**src/rtl/lane_pkg.sv**
```systemverilog
// Shared sizing helpers and beat-counter type for the lane deserializer.
package lane_pkg;

   localparam int unsigned CNT_MAX_W = 8;

   typedef logic [CNT_MAX_W-1:0] beat_cnt_t;

   function automatic int unsigned beats(input int unsigned width, input int unsigned step);
      return width / step;
   endfunction

   // A single-beat word still needs one counter bit to stay representable.
   function automatic int unsigned cnt_width(input int unsigned n);
      return (n > 1) ? $clog2(n) : 1;
   endfunction

endpackage

```
**src/rtl/lane_deserializer_beat_counter.sv**
```systemverilog
// Modulo-N beat counter with enable, synchronous clear and a registered last flag.
module beat_counter
   import lane_pkg::*;
#(
   parameter int unsigned N  = 10,
   parameter int unsigned CW = cnt_width(N)
) (
   input  logic          clk_i,
   input  logic          rst_i,
   input  logic          en_i,
   input  logic          clr_i,
   output logic [CW-1:0] count_o,
   output logic          last_o
);

   logic [CW-1:0] count_q, count_d;
   logic          last_q, last_d;

   always_comb begin
      count_d = count_q;
      if (clr_i) begin
         count_d = '0;
      end else if (en_i) begin
         count_d = last_q ? '0 : count_q + CW'(1);
      end
      last_d = (count_d == CW'(N - 1));
   end

   always_ff @(posedge clk_i or posedge rst_i) begin
      if (rst_i) begin
         count_q <= '0;
         last_q  <= (N == 1);
      end else begin
         count_q <= count_d;
         last_q  <= last_d;
      end
   end

   assign count_o = count_q;
   assign last_o  = last_q;

endmodule

```
**src/rtl/lane_deserializer.sv**
```systemverilog
// Collects STEP-bit beats into WIDTH-bit words, LSB lane first, and hands
// each completed word off on a valid/ready port.
module lane_deserializer
   import lane_pkg::*;
#(
   parameter int unsigned WIDTH = 10,
   parameter int unsigned STEP  = 1
) (
   input  logic             i_clk,
   input  logic             i_rst,
   input  logic             i_flush,
   input  logic             i_valid,
   input  logic [STEP-1:0]  i_data,
   output logic             o_ready,
   output logic             o_valid,
   output logic [WIDTH-1:0] o_data,
   input  logic             i_ready
);

   localparam int unsigned N  = beats(WIDTH, STEP);
   localparam int unsigned CW = cnt_width(N);

   if (!((STEP == 1) || (STEP == 2)) || ((WIDTH % STEP) != 0)) begin : g_illegal
      $error("lane_deserializer: STEP must be 1 or 2 and divide WIDTH");
   end else begin : g_core

      logic [CW-1:0]    count;
      logic             last;
      logic             accept_c;
      logic             load_c;
      logic [WIDTH-1:0] word_c;
      logic             valid_q, valid_d;
      logic [WIDTH-1:0] data_q, data_d;

      // Only the closing beat can stall, and only while the previous word is unclaimed.
      assign o_ready  = !i_flush && !(last && valid_q && !i_ready);
      assign accept_c = i_valid && o_ready;
      assign load_c   = accept_c && last;

      beat_counter #(
         .N  (N),
         .CW (CW)
      ) u_beat_counter (
         .clk_i   (i_clk),
         .rst_i   (i_rst),
         .en_i    (accept_c),
         .clr_i   (i_flush),
         .count_o (count),
         .last_o  (last)
      );

      for (genvar b = 0; b < WIDTH; b += STEP) begin : g_lane
         localparam int unsigned K = b / STEP;
         logic [STEP-1:0] lane_q;

         always_ff @(posedge i_clk or posedge i_rst) begin
            if (i_rst) begin
               lane_q <= '0;
            end else if (accept_c && (count == CW'(K))) begin
               lane_q <= i_data;
            end
         end

         // The lane currently being filled forwards the live beat into the word.
         assign word_c[b +: STEP] = (count == CW'(K)) ? i_data : lane_q;
      end

      always_comb begin
         valid_d = valid_q && !i_ready;
         data_d  = data_q;
         if (load_c) begin
            valid_d = 1'b1;
            data_d  = word_c;
         end
      end

      always_ff @(posedge i_clk or posedge i_rst) begin
         if (i_rst) begin
            valid_q <= 1'b0;
            data_q  <= '0;
         end else begin
            valid_q <= valid_d;
            data_q  <= data_d;
         end
      end

      assign o_valid = valid_q;
      assign o_data  = data_q;
   end

endmodule

```
**config.mk**
```make
export PLATFORM = sky130hd
export DESIGN_NAME = lane_deserializer
export DESIGN_NICKNAME = d
export VERILOG_FILES = /design/src/rtl/lane_pkg.sv /design/src/rtl/lane_deserializer_beat_counter.sv /design/src/rtl/lane_deserializer.sv
export SDC_FILE = /design/constraint.sdc
export NUM_CORES = 1
export LEC_CHECK = 0
export BUFFER_PORTS_ARGS = -buffer_cell sky130_fd_sc_hd__buf_2
export CAP_MARGIN = 20
export CORE_MARGIN = 10
export CORE_UTILIZATION = 52
export DETAILED_ROUTE_END_ITERATION = 10
export PLACE_DENSITY = 0.85
export SLEW_MARGIN = 10
export SYNTH_ARGS = -nofsm -noshare
export SYNTH_HDL_FRONTEND = slang
export SYNTH_HIERARCHICAL = 1
export SYNTH_SLANG_ARGS = --single-unit
export TNS_END_PERCENT = 10
```
**constraint.sdc**
```tcl
create_clock -name i_clk -period 2.1 [get_ports i_clk]
set_clock_uncertainty 0.1 [all_clocks]
set_input_delay 0.21 -clock i_clk [delete_from_list [all_inputs] [get_ports i_clk]]
set_output_delay 0.21 -clock i_clk [all_outputs]
set_load 0.005 [all_outputs]
```
==> results of run 1 <==
per-layer routing:
metal  vias up  share of wire (%)  GRT usage (%)
met5         -                  0              0
met4         0                1.4           5.06
met3         5                4.2           2.31
met2        12                 48           16.2
met1       458                 47           12.4
li1        463                  -              -
worst reg2reg max path, cell delays in order, from the launching register on:
cell	delay, ns
sky130_fd_sc_hd__dfrtp_1	0.75
sky130_fd_sc_hd__nor4b_1	0.35
sky130_fd_sc_hd__mux2_2	0.37
sky130_fd_sc_hd__mux2_2	0.26
final cells by class:
type	instances	area share [%]
clock buffer	4	2.28
inverter	2	0.471
multi-input combinational	80	46.6
sequential	26	40.8
tap	31	2.43
timing repair buffer	21	7.38
logic make-up (layout without fill, tap and decap cells):
logic type | Yosys count | after routing | share of synthesized area, %
fa+ha+maj | 1 | 1 | 0.854
compound gates | 4 | 4 | 1.45
buf+inv | 10 | 27 | 4.87
mux | 30 | 30 | 23.8
simple gates | 42 | 42 | 22.8
xor+xnor | 3 | 3 | 1.79
flops | 26 | 26 | 44.4
sequential cells by signal (all words and copies together), names as in the netlist:
register,cells
g_core.u_beat_counter/last_o,1
o_valid,1
g_core.u_beat_counter/count_o,4
g_core.g_lane.lane_q,10
o_data,10
cell usage in the layout (no fill, tap or decap), types with 2 or more instances in the layout:
master                     instances
sky130_fd_sc_hd__and4bb_2          4
sky130_fd_sc_hd__and4bb_1          2
sky130_fd_sc_hd__and2_1            2
sky130_fd_sc_hd__inv_1             2
sky130_fd_sc_hd__clkbuf_4          3
sky130_fd_sc_hd__nand4_1           3
sky130_fd_sc_hd__nor2b_1           5
sky130_fd_sc_hd__nor4b_2           3
sky130_fd_sc_hd__buf_2            17
sky130_fd_sc_hd__mux2_2           26
sky130_fd_sc_hd__nand3b_1          2
sky130_fd_sc_hd__dfrtp_1          26
sky130_fd_sc_hd__nand3_1           8
sky130_fd_sc_hd__nand2_1           3
sky130_fd_sc_hd__xor2_1            2
sky130_fd_sc_hd__a21oi_1           3
sky130_fd_sc_hd__nand2b_1          3
sky130_fd_sc_hd__buf_4             3
sky130_fd_sc_hd__mux2_4            3
worst max path at each step:
stage                                                          start                                     end  slack, ns  cells past startpoint
after global placement    g_core.u_beat_counter/count_o[2]$_DFF_PP0_                   o_data[4]$_DFFE_PP0P_       0.29                      3
final                     g_core.u_beat_counter/count_o[2]$_DFF_PP0_                   o_data[4]$_DFFE_PP0P_       0.17                      3
after CTS                 g_core.u_beat_counter/count_o[2]$_DFF_PP0_                   o_data[4]$_DFFE_PP0P_       0.18                      3
after floorplan               g_core.u_beat_counter/last_o$_DFF_PP0_  g_core.u_beat_counter/last_o$_DFF_PP0_       0.28                      6
after global routing      g_core.u_beat_counter/count_o[2]$_DFF_PP0_                   o_data[4]$_DFFE_PP0P_       0.06                      3
after detailed placement  g_core.u_beat_counter/count_o[2]$_DFF_PP0_                   o_data[4]$_DFFE_PP0P_       0.20                      3
power by group through the flow:
stage | clock network, mW | registers (mW) | logic [mW]
finish | 0.245 | 0.532 | 0.0777
global route | 0.275 | 0.535 | 0.0879
CTS | 0.254 | 0.532 | 0.0795
detailed placement | 0 | 0.541 | 0.0775
global placement | 0 | 0.540 | 0.0746
floorplan | 0 | 0.534 | 0.0653
what timing repair did:
| item | CTS | global route |
|---|---|---|
| hold buffers | 1 | 0 |
| setup endpoints to repair | 0 | 0 |
| endpoints found under the hold margin | 26 | 0 |
| gates resized for setup | 0 | 0 |
| setup buffers | 0 | 0 |
per-stage QoR:
step	setup slack (ns)	cell area (um^2)
finish	0.172	1590
global route	0.0576	1590
CTS	0.179	1590
detailed placement	0.200	1550
global placement	0.292	1550
floorplan	0.285	1470
==> PnR_summary.wiki, run 1 <==
{| class="wikitable"
! Metric !! Value
|-
| Final hold violation count || 0
|-
| Number of nets in the layout || 141
|-
| Maximum number of pins on one net before global-route repair || 22
|-
| Number of cells on the worst reg-to-reg path || 3
|-
| Ranking of synthesized cells by area || sky130_fd_sc_hd__dfrtp_1 (44%), sky130_fd_sc_hd__mux2_2 (20%), sky130_fd_sc_hd__and4bb_2 (3.4%), sky130_fd_sc_hd__buf_6 (3.1%), sky130_fd_sc_hd__mux2_4 (3.1%)
|-
| Post-Synthesis Net Count || 123
|-
| Hold path cells || 3
|-
| Transition time at the pin with the least slew margin || 0.788 ns
|-
| Endpoint class of the critical path || flip-flop
|-
| Storage cell area || 651 um^2
|-
| Final setup violating endpoints || 0
|-
| Run status || finished, final reports clean
|-
| Count of standard-cell rows || 19
|-
| Clock root buffer || sky130_fd_sc_hd__clkbuf_4
|-
| Clock sink count || 26
|-
| Synth unique cells || 31
|-
| Number of CTS-inserted buffers || 3
|-
| Detailed-route DRC error count || 0
|-
| Residual antenna-violating net count after detailed routing || 0
|-
| Minimum clock period after layout || 1.93 ns
|-
| Number of I/O pins || 18
|-
| First-pass GRT wire length || 4460 um
|-
| TritonCTS clock tree || yes
|-
| Number of enable-type register cells in the synthesized netlist || 0
|-
| Placed Instances || 159
|-
| Clock Pin Slew Worst Setup and Hold Paths || 0.13 ns
|-
| Fraction of layout instances using a drive strength above 1 || 45.9%
|-
| Setup Total Neg Slack || 0 ns
|-
| Share of power burned in the clock network || 28.7%
|-
| Die width || 73.1 um
|-
| Reg2Reg Launch Point || g_core.u_beat_counter/count_o[2]$_DFF_PP0_
|-
| Via count of the first global-routing pass || 952
|-
| Number of max-slew violations in the final report || 0
|-
| Kind of path behind the tightest hold check || primary input to flip-flop
|-
| Cells traversed along the worst timing path || nor4b_1 > mux2_2 > mux2_2
|-
| Multi-input combinational cell area || 743 um^2
|-
| Hold path startpoint || i_ready
|-
| WL/cell || 15.5 um
|-
| Pwr/cell area || 536 mW/mm^2
|-
| Final weighted congestion in routability-driven placement || 0.837
|-
| CP max stage cell || sky130_fd_sc_hd__dfrtp_1
|-
| Yosys top cell by area || sky130_fd_sc_hd__dfrtp_1
|-
| WS Path Type || flip-flop to flip-flop
|-
| Core Footprint || 0.00273 mm^2
|-
| Critical path startpoint category || flip-flop
|-
| Insertion delay of the later-clocked pin in the worst-skew pair || 0.31 ns
|-
| Net switching component of the power || 0.191 mW
|-
| Tot GR Track Use || 10.1%
|-
| Bufs on Longest Clock Path || 2
|-
| Fraction of synthesis flops using an asynchronous set or reset pin || 100%
|-
| Most used DFF post-synth || sky130_fd_sc_hd__dfrtp_1
|-
| Endpoint of the most critical register-to-register path || o_data[4]$_DFFE_PP0P_
|-
| Internal Pwr Total || 0.663 mW
|-
| Fmax || 519 MHz
|-
| Post-synthesis instance area || 0.00147 mm^2
|-
| First DRT Iteration DRCs || 49
|-
| Post-layout utilization of the core || 58.3%
|-
| Fraction of the yosys area taken by sequential cells || 44.4%
|-
| Unrepaired setup endpoints after global routing || false
|-
| Flip-flop and latch count after synthesis || 26
|-
| Sequential share of power || 62.2%
|-
| Tcrit/Tclk final || 91.8%
|-
| Average cell area after synthesis || 12.6 um^2
|-
| Vertical die dimension || 73.1 um
|-
| Hold worst-path end || o_valid$_DFF_PP0_
|-
| Number of instances in the synthesized netlist || 116
|-
| Area of the die || 0.00534 mm^2
|-
| Layout fillers || 226
|-
| Worst reg2reg setup slack || 0.17 ns
|-
| Crit-path leading delay family || flip-flops
|-
| Via/cell ratio || 5.72
|-
| N_diodes || 0
|-
| Leakage component of the power || 0.786 nW
|-
| Final routed wirelength across all metal layers || 2540 um
|-
| Count of buffering cells on the critical path with inverters included || 0
|-
| Top cell types by occurrence after synthesis || sky130_fd_sc_hd__dfrtp_1 (26), sky130_fd_sc_hd__mux2_2 (26), sky130_fd_sc_hd__nand3_1 (8)
|-
| Critical path peak fanout || 16
|-
| Detail Placement HPWL || 1900 um
|-
| Critical path's largest stage delay || 0.75 ns
|-
| Number of standard cells in the layout, taps in and fillers out || 164
|-
| Hold Worst Slack || 0.0527 ns
|-
| Overall via count from detail_route || 938
|-
| Count of max-cap constraint violations || 0
|-
| Required @ worst endpoint || 2.21 ns
|-
| Switching part of the total || 22.3%
|-
| Synthesis-to-finish area growth || 8.80%
|-
| Portion of synthesized cell area occupied by the leading cell type || 44.4%
|-
| Remaining Overflow, GRT || 0
|-
| CTS H-tree lvls || 1
|-
| Combinational share of power || 9.1%
|-
| Arrival time of data at the critical path endpoint || 2.04 ns
|-
| Number of antenna violations at the first check in global routing || 0
|-
| Number of warnings printed during yosys synthesis || 6
|-
| Worst vdd ir || 0.399 mV
|-
| DR pass1 iterations || 4
|-
| Starting density of the core || 53.6%
|-
| Overall power after layout || 0.854 mW
|-
| Headroom to the max-slew limit || 47.4%
|-
| Port Buffer Count || 17
|-
| Cell type with the highest occurrence count on the critical path || sky130_fd_sc_hd__mux2_2
|}
Note: power is estimated with default switching activity, not from simulation.
==> inputs of run 2 (changes only) <==
--- a/config.mk
+++ b/config.mk
@@ -5,12 +5,13 @@
 export SDC_FILE = /design/constraint.sdc
 export NUM_CORES = 1
 export LEC_CHECK = 0
-export BUFFER_PORTS_ARGS = -buffer_cell sky130_fd_sc_hd__buf_2
 export CAP_MARGIN = 20
 export CORE_MARGIN = 10
 export CORE_UTILIZATION = 52
 export DETAILED_ROUTE_END_ITERATION = 10
-export PLACE_DENSITY = 0.85
+export DONT_BUFFER_PORTS = 1
+export GPL_TIMING_DRIVEN = 0
+export PLACE_DENSITY = 0.79
 export SLEW_MARGIN = 10
 export SYNTH_ARGS = -nofsm -noshare
 export SYNTH_HDL_FRONTEND = slang
==> PnR_summary.wiki, run 2 (synthesis gave the netlist of run 1 again) <==
{| class="wikitable"
! Metric !! Value
|-
| Via count of the first global-routing pass || 964
|-
| First DRT Iteration DRCs || 20
|-
| Number of standard cells in the layout, taps in and fillers out || 153
|-
| Tot GR Track Use || 10.5%
|-
| Synthesis-to-finish area growth || 6.41%
|-
| Detailed-route DRC error count || 0
|-
| Maximum number of pins on one net before global-route repair || 22
|-
| WL/cell || 17.8 um
|-
| Unrepaired setup endpoints after global routing || false
|-
| Run status || finished, final reports clean
|-
| Start point of the critical path || g_core.u_beat_counter/last_o$_DFF_PP0_
|-
| Critical path startpoint category || flip-flop
|-
| Clock sink count || 26
|-
| Insertion delay of the later-clocked pin in the worst-skew pair || 0.31 ns
|-
| Post-layout utilization of the core || 57.0%
|-
| Remaining Overflow, GRT || 0
|-
| Clock Pin Slew Worst Setup and Hold Paths || 0.13 ns
|-
| Area of the die || 0.00534 mm^2
|-
| Vertical die dimension || 73.1 um
|-
| Layout fillers || 214
|-
| Required @ worst endpoint || 2.26 ns
|-
| Count of max-cap constraint violations || 0
|-
| WS Path Type || flip-flop to flip-flop
|-
| Number of max-slew violations in the final report || 0
|-
| DR pass1 iterations || 4
|-
| Multi-input combinational cell area || 744 um^2
|-
| Arrival time of data at the critical path endpoint || 2.11 ns
|-
| Die width || 73.1 um
|-
| Reg2Reg Launch Point || g_core.u_beat_counter/last_o$_DFF_PP0_
|-
| Placed Instances || 147
|-
| Final weighted congestion in routability-driven placement || 0.836
|-
| # Post-CTS Setup Buffers || 0
|-
| Cell area reported after detailed placement || 0.00150 mm^2
|-
| Hold path startpoint || i_flush
|-
| Final setup violating endpoints || 0
|-
| Count of standard-cell rows || 19
|-
| Fmax || 514 MHz
|-
| Overall via count from detail_route || 928
|-
| TritonCTS clock tree || yes
|-
| First-pass GRT wire length || 4510 um
|-
| N_diodes || 0
|-
| Tcrit/Tclk final || 92.7%
|-
| Worst vdd ir || 0.399 mV
|-
| Cells traversed along the worst timing path || nand3b_1 > clkbuf_2 > and2_2 > or3b_1 > o22ai_1 > and4bb_1
|-
| Kind of path behind the tightest hold check || primary input to flip-flop
|-
| Overall power after layout || 0.821 mW
|-
| Leakage component of the power || 0.724 nW
|-
| Detail Placement HPWL || 1940 um
|-
| Fraction of layout instances using a drive strength above 1 || 38.5%
|-
| Bufs on Longest Clock Path || 2
|-
| Final hold violation count || 0
|-
| Critical path's largest stage delay || 0.46 ns
|-
| Number of CTS-inserted buffers || 3
|-
| Commonest cells after routing, fill and taps aside || sky130_fd_sc_hd__mux2_2 (26), sky130_fd_sc_hd__dfrtp_1 (26), sky130_fd_sc_hd__nand3_1 (8)
|-
| Starting density of the core || 53.6%
|-
| Port Buffer Count || 0
|-
| Number of nets in the layout || 131
|-
| Final routed wirelength across all metal layers || 2720 um
|-
| Fin area || 0.00156 mm^2
|-
| Transition time at the pin with the least slew margin || 0.779 ns
|-
| Number of antenna violations at the first check in global routing || 0
|-
| Setup Total Neg Slack || 0 ns
|-
| Headroom to the max-slew limit || 48.0%
|-
| Endpoint class of the critical path || flip-flop
|-
| Critical path peak fanout || 10
|-
| CTS H-tree lvls || 1
|-
| Crit-path leading delay family || simple AND/OR/NAND/NOR gates
|-
| CP max stage cell || sky130_fd_sc_hd__dfrtp_1
|-
| Core Footprint || 0.00273 mm^2
|-
| Pwr/cell area || 527 mW/mm^2
|-
| Minimum clock period after layout || 1.95 ns
|-
| Storage cell area || 651 um^2
|-
| Count of buffering cells on the critical path with inverters included || 1
|-
| Clock root buffer || sky130_fd_sc_hd__clkbuf_4
|-
| Residual antenna-violating net count after detailed routing || 0
|-
| Via/cell ratio || 6.07
|-
| Number of I/O pins || 18
|}
run 2: final timing paths:
kind | to | slack, ns | depth (start not counted)
min reg2reg | g_core.g_lane[3].lane_q$_DFFE_PP0P_ | 0.42 | 1
max reg2reg | g_core.u_beat_counter/last_o$_DFF_PP0_ | 0.15 | 6
max in group asynchronous | g_core.g_lane[9].lane_q$_DFFE_PP0P_ | 1.03 | 2
min | o_valid$_DFF_PP0_ | 0.002 | 3
min in group asynchronous | g_core.u_beat_counter/count_o[3]$_DFF_PP0_ | 0.13 | 2
max | g_core.u_beat_counter/last_o$_DFF_PP0_ | 0.15 | 6
run 2: worst reg2reg max path, cell delays in order (launching register included):
cell and delay, ns:
sky130_fd_sc_hd__dfrtp_1 0.46, sky130_fd_sc_hd__nand3b_1 0.17, sky130_fd_sc_hd__clkbuf_2 0.24, sky130_fd_sc_hd__and2_2 0.23, sky130_fd_sc_hd__or3b_1 0.38, sky130_fd_sc_hd__o22ai_1 0.12, sky130_fd_sc_hd__and4bb_1 0.20
run 2: timing repair:
item,in CTS,in global routing
hold buffers,3,0
endpoints found under the setup margin,1,1
gates resized for setup,1,1
hold endpoints to repair,31,0
run 2: area by class of cell:
type                       count  area share [%]
multi-input combinational     80            47.8
tap                           31            2.49
inverter                       2           0.482
clock buffer                   3            1.44
sequential                    26            41.7
timing repair buffer           3            1.93
buffer                         8            4.17
run 2: routing by layer:
metal / share of wire [%] / global-route usage [%]
met5: 0 / 0
met4: 2.0 / 5.27
met3: 6.2 / 3.54
met2: 48 / 16.7
met1: 43 / 12.1
run 2: through the flow:
stage                     hold slack (ns)  setup slack, ns
after floorplan                    -0.111            0.285
after global placement             -0.101           0.0601
after detailed placement          -0.0950         -0.00400
after CTS                         0.00539            0.117
after global routing               0.0176           0.0224
final                             0.00249            0.153
run 2: power breakdown:
| group | switching [mW] | total [mW] | internal [mW] |
|---|---|---|---|
| clock network | 0.144 | 0.211 | 0.0673 |
| registers | 0.0117 | 0.528 | 0.516 |
| logic | 0.0387 | 0.0821 | 0.0433 |
